`src/rtl/enc_pkg.sv`:
```
// ---------------------------------------------------------------------------
// enc_pkg
// Shared definitions for the priority-encoder drain block:
//   - state_t / ST_IDLE / ST_DRAIN : FSM state encoding
//   - PRIO_MSB_FIRST / PRIO_LSB_FIRST : values for the MSB_FIRST parameter
//   - clog2() : elaboration-time ceil(log2(value)), used to size index ports
// ---------------------------------------------------------------------------
package enc_pkg;

   typedef logic [0:0] state_t;

   localparam state_t ST_IDLE  = 1'b0;
   localparam state_t ST_DRAIN = 1'b1;

   localparam int PRIO_MSB_FIRST = 1;
   localparam int PRIO_LSB_FIRST = 0;

   // Smallest r with 2**r >= value. Bounded loop so it stays a legal
   // constant function for every tool.
   function automatic int clog2(input int value);
      int r;
      r = 0;
      for (int i = 0; i < 31; i++) begin
         if ((32'sd1 <<< i) < value) r = i + 1;
      end
      return r;
   endfunction

endpackage : enc_pkg

```
`src/rtl/prio_pick.sv`:
```
// ---------------------------------------------------------------------------
// prio_pick
// Purely combinational priority selector. Finds the highest (MSB_FIRST = 1)
// or lowest (MSB_FIRST = 0) set bit of vec.
//
// Parameters
//   N          number of request lines (2..64)
//   MSB_FIRST  1: highest set index wins, 0: lowest set index wins
//   W          index width, derived as clog2(N)
//
// Ports
//   vec     in   N  request vector
//   idx     out  W  binary index of the winning bit (0 when vec = 0)
//   onehot  out  N  one-hot mask of the winning bit (0 when vec = 0)
//   single  out  1  vec has exactly one bit set
// ---------------------------------------------------------------------------
module prio_pick
   import enc_pkg::*;
#(
   parameter  int N         = 8,
   parameter  int MSB_FIRST = PRIO_MSB_FIRST,
   localparam int W         = clog2(N)
) (
   input  logic [N-1:0] vec,
   output logic [W-1:0] idx,
   output logic [N-1:0] onehot,
   output logic         single
);

   logic found;

   always_comb begin
      idx    = '0;
      onehot = '0;
      found  = 1'b0;
      if (MSB_FIRST != 0) begin
         for (int i = N - 1; i >= 0; i--) begin
            if (vec[i] && !found) begin
               idx       = W'(i);
               onehot[i] = 1'b1;
               found     = 1'b1;
            end
         end
      end else begin
         for (int i = 0; i < N; i++) begin
            if (vec[i] && !found) begin
               idx       = W'(i);
               onehot[i] = 1'b1;
               found     = 1'b1;
            end
         end
      end
   end

   // Clearing the lowest set bit leaves zero exactly when one bit was set.
   assign single = (vec != '0) && ((vec & (vec - 1'b1)) == '0);

endmodule : prio_pick

```
`src/rtl/prio_enc_drain.sv`:
```
// ---------------------------------------------------------------------------
// prio_enc_drain
// Accepts an N-bit request vector and drains it one set-bit index per beat,
// in priority order (highest index first when MSB_FIRST = 1, lowest first
// otherwise). An all-zero vector yields a single beat flagged out_zero.
// A new vector may be accepted on the final beat of the current one, so
// consecutive vectors stream with no bubble.
//
// Parameters
//   N          number of request lines (2..64)
//   MSB_FIRST  1: highest set index first, 0: lowest set index first
//   W          index width, derived as clog2(N)
//
// Ports
//   clk        in   1  clock, rising edge
//   rst_n      in   1  synchronous active-low reset
//   in_valid   in   1  in_vec offered
//   in_ready   out  1  in_vec accepted this cycle
//   in_vec     in   N  request vector
//   out_valid  out  1  beat outputs valid
//   out_ready  in   1  downstream consumes current beat
//   out_idx    out  W  selected index
//   out_last   out  1  final beat of the latched vector
//   out_zero   out  1  latched vector was all-zero
//
// state    | meaning
// ---------+-----------------------------------------------------------
// ST_IDLE  | nothing pending; in_ready = 1, out_valid = 0
// ST_DRAIN | pend holds remaining bits; one beat per out_ready cycle
// ---------------------------------------------------------------------------
module prio_enc_drain
   import enc_pkg::*;
#(
   parameter  int N         = 8,
   parameter  int MSB_FIRST = PRIO_MSB_FIRST,
   localparam int W         = clog2(N)
) (
   input  logic         clk,
   input  logic         rst_n,
   input  logic         in_valid,
   output logic         in_ready,
   input  logic [N-1:0] in_vec,
   output logic         out_valid,
   input  logic         out_ready,
   output logic [W-1:0] out_idx,
   output logic         out_last,
   output logic         out_zero
);

   state_t       state;
   logic [N-1:0] pend;

   logic [W-1:0] pick_idx;
   logic [N-1:0] pick_onehot;
   logic         pick_single;

   logic         in_xfer;
   logic         out_xfer;
   logic         pend_zero;
   logic         in_drain;

   prio_pick #(
      .N         (N),
      .MSB_FIRST (MSB_FIRST)
   ) u_pick (
      .vec    (pend),
      .idx    (pick_idx),
      .onehot (pick_onehot),
      .single (pick_single)
   );

   assign in_drain  = (state == ST_DRAIN);
   assign pend_zero = (pend == '0);

   // pend is 0 in IDLE, so the index decode is already 0 there; last/zero
   // must be qualified by the state so they read 0 out of reset.
   assign out_valid = in_drain;
   assign out_idx   = pick_idx;
   assign out_last  = in_drain && (pick_single || pend_zero);
   assign out_zero  = in_drain && pend_zero;

   // In DRAIN, accepting is only safe when the current beat empties pend.
   assign in_ready  = in_drain ? (out_ready && out_last) : 1'b1;

   assign in_xfer   = in_valid && in_ready;
   assign out_xfer  = out_valid && out_ready;

   always_ff @(posedge clk) begin
      if (!rst_n) begin
         state <= ST_IDLE;
         pend  <= '0;
      end else begin
         if (in_xfer) begin
            // Covers both the IDLE load and the back-to-back reload.
            state <= ST_DRAIN;
            pend  <= in_vec;
         end else if (out_xfer) begin
            pend <= pend & ~pick_onehot;
            if (out_last) state <= ST_IDLE;
         end
      end
   end

endmodule : prio_enc_drain

```
`config.mk`:
```
export PLATFORM = sky130hd
export DESIGN_NAME = prio_enc_drain
export DESIGN_NICKNAME = d
export VERILOG_FILES = /design/src/rtl/enc_pkg.sv /design/src/rtl/prio_pick.sv /design/src/rtl/prio_enc_drain.sv
export SDC_FILE = /design/constraint.sdc
export NUM_CORES = 1
export LEC_CHECK = 0
export BUFFER_PORTS_ARGS = -buffer_cell sky130_fd_sc_hd__buf_2
export CAP_MARGIN = 5
export CORE_AREA = 2 2 39 41
export DETAILED_ROUTE_END_ITERATION = 10
export DIE_AREA = 0 0 41 43
export PLACE_DENSITY = 0.74
export RECOVER_POWER = 100
export REMOVE_ABC_BUFFERS = 1
export SLEW_MARGIN = 20
export SYNTH_ARGS = -nofsm -noshare
export SYNTH_HDL_FRONTEND = slang
export SYNTH_SLANG_ARGS = --single-unit
```
`constraint.sdc`:
```
create_clock -name clk -period 2.86 [get_ports clk]
set_input_delay 0.143 -clock clk [delete_from_list [all_inputs] [get_ports clk]]
set_output_delay 0.143 -clock clk [all_outputs]
set_load 0.01 [all_outputs]
```
==> run_results.csv <==
group,metric,value,unit
pwr,vdd_drop_max,0.000205,V
final_layout,fillers,151,
clock_tree,cts_root_buffer,"clkbuf_4",
grt,grt_pass1_wl,2510,µm
grt,use_met3,3.14,%
place,gp_congestion,0.826,
worst_setup_path,crit_chain,"or3_1 > o32a_1 > a211o_2 > o21ai_1 > clkbuf_1",
final_layout,drive_above_1_share,15.3,%
worst_setup_path,cp_num_buf_inv,1,
floorplan,fp.dieW,41,µm
clock_tree,clockBufferDepth,2,
worst_setup_path,setup.worst_path.start,"pend[2]",
route,vias,704,
pwr,leakage,0.287,nW
sta,timing.fmax,0.462,GHz
floorplan,start_util,44.4,%
floorplan,ios,19,
worst_setup_path,endpoint_kind,"output pin",
place,dp_slack,0.952,ns
route,drt-initial-drc-count,15,
grt,grt_pass1_vias,577,
final_layout,area_growth,16.9,%
sta,fin_skew,0.00235,ns
floorplan,die_y,43,µm
clock_tree,cts_sinks,9,
clock_tree,post_cts_resized,0,
grt,use_met1,29.6,%
logic_synthesis,yosysWarnings,0,
sta,slew_headroom,70.5,%
final_layout,diodes,0,
worst_setup_path,max_stage_delay,0.41,ns
floorplan,core,1380,µm²
route,ant_nets,0,
grt,grt_most_used_layer,"met1",
worst_setup_path,cp_top_family,"compound AO/OA/AOI/OAI gates",
sta,hold_violations,0,
route,drc,0,
worst_setup_path,crit_fanout,8,
route,avgRoutedWirePerCell,14.4,µm
clock_tree,tritoncts.num_buffers,3,
sta,fin_crit,2.16,ns
sta,fin_ws,0.697,ns
sta,fin_tns_setup,0,ns
logic_synthesis,synth-seq-cells,9,
run_status,status,"finished, final reports clean",
floorplan,rows,14,
logic_synthesis,yosysUniqueCellTypes,34,
pwr,power.density,509,nW/µm²
logic_synthesis,syn_avg_cell_area,7.58,µm²
job,drv_cap,0,
route,wirelength,1640,µm
grt,grt_use_met2,29.1,%
worst_setup_path,critPathKind,"register to output pin",
sta,setup-violations-final,0,
clock_tree,h-tree-depth,1,
place,portBuffers,18,
clock_tree,post-cts-setup-buffers,0,
worst_setup_path,cpMaxStageDelayCell,"or3_1",
grt,antenna_found_initial,0,
route,firstDrtPassIters,4,
floorplan,dieArea,1760,µm²
clock_tree,cts_tree,"built",
grt,grt_use_total,21.4,%
logic_synthesis,ys_seq_area_share,29.3,%
route,vias_per_cell,6.18,
grt,grt.overflow.total,0,
place,hpwl,1150,µm
worst_setup_path,r2r-start,"pend[2]",
clock_tree,cts.hold.buffers_added,0,
worst_setup_path,required,2.72,ns
worst_setup_path,start_kind,"register",
sta,rsz0062_at_grt,"no",
logic_synthesis,syn_inst,81,
worst_setup_path,cp.arrival,2.02,ns
sta,tightest_slew,0.436,ns
worst_hold_path,holdCritStartpoint,"in_vec[3]",
clock_tree,clk_latency,0.27,ns
final_layout,num-nets-final,111,
grt,grt_max_degree,12,
clock_tree,clkTransAtPathRegs,0.07,ns
sta,slew_violations,0,
logic_synthesis,synth_area,614,µm²
worst_hold_path,holdCritPathClass,"input port to register",
sta,fin_crit_sh,75.6,%
-- per-layer routing --
| metal | part of all wire [%] | vias to the layer above |
|---|---|---|
| li1 | - | 348 |
| met4 | 2.2 | 0 |
| met5 | 0 | - |
| met2 | 45 | 32 |
| met3 | 6.5 | 4 |
| met1 | 46 | 320 |
-- metrics by stage --
step	hold WS (ns)	area [µm²]	cells	power (mW)	util, %
6_report	0.146	718	114	0.366	51.9
3_3_place_gp	0.412	706	110	0.264	51.0
2_1_floorplan	0.258	596	76	0.227	-
4_1_cts	0.140	732	114	0.371	52.9
3_5_place_dp	0.424	706	110	0.267	51.0
5_1_grt	0.158	718	114	0.388	51.9
-- flip-flops by register name (all words and copies together) (netlist names) --
| register | cells |
|---|---|
| pend | 8 |
| out_valid | 1 |
-- cell families (layout without fill, tap and decap cells) --
group | after synthesis | in the layout | share of synthesized area (%)
buffers and inverters | 9 | 26 | 5.50
multiplexers | 1 | 1 | 1.63
flip-flops | 9 | 9 | 29.3
AO/OA/AOI/OAI | 36 | 36 | 42.6
AND/OR/NAND/NOR | 26 | 26 | 21.0
-- where the power goes --
| group | leakage (nW) | internal, mW | switching [mW] |
|---|---|---|---|
| clock | 0.0150 | 0.0541 | 0.0511 |
| sequential | 0.0741 | 0.135 | 0.0202 |
| combinational | 0.197 | 0.0443 | 0.0608 |
| total | 0.287 | 0.233 | 0.132 |
-- worst reg2reg max path: cells and delay by family, from the launching register on --
kind | cells | cell delay, ns
flip-flops | 1 | 0.38
AO/OA/AOI/OAI | 3 | 1.07
AND/OR/NAND/NOR | 1 | 0.41
-- path summary, 6_finish.rpt --
kind                                 end  slack, ns  cells past startpoint
worst max register to register   pend[1]       0.92                      4
worst min register to register   pend[1]       0.61                      2
worst min-delay path             pend[3]       0.15                      3
worst max-delay path            in_ready       0.70                      5
-- placed cells by master, fill, tap and decap left out, drive strengths merged, types with 2 or more instances in the layout --
cell type and n:
buf 11, clkbuf 11, nor2 10, dfxtp 9
a21oi 7, o21ai 6, inv 4, nand2 4
a31oi 3, nand2b 2, nor3 2, or3 2
nand3 2, o211a 2, o41ai 2, o21ba 2
a311oi 2, a211oi 2
-- area by class of cell --
type	instances	area, µm²	area share [%]
inverters	4	15.0	2.09
clock buffers	4	26.3	3.66
multi-input cells	63	395	55.1
flip-flops and latches	9	180	25.1
repair buffers	18	81.3	11.3
well taps	16	20.0	2.79
-- cell usage after synthesis --
master	count	share of area (%)
o311a_1	1	1.6
o32ai_1	1	1.4
nor3_1	2	1.6
or3_4	1	1.8
nor4_1	1	1.0
a21oi_1	7	5.7
o32a_1	1	1.6
a2111o_1	1	1.8
nand3_1	2	1.6
inv_1	4	2.4
o211a_1	2	3.3
o31ai_1	1	1.2
o21ai_1	4	3.3
o21ba_1	2	3.3
mux2i_1	1	1.6
o21bai_1	1	1.2
nand4_1	1	1.0
nor2b_1	1	1.0
a211o_2	1	1.6
dfxtp_1	9	29
a311oi_1	2	2.9
clkbuf_1	5	3.1
o21ai_0	2	1.6
nand2b_1	2	2.0
o41ai_1	2	2.9
o211ai_1	1	1.2
o22ai_1	1	1.0
or3_1	1	1.0
o31a_1	1	1.4
nor2_1	10	6.1
nand2_1	4	2.4
or4_1	1	1.2
a31oi_1	3	3.1
a211oi_1	2	2.4
Note: power is estimated with default switching activity, not from simulation.
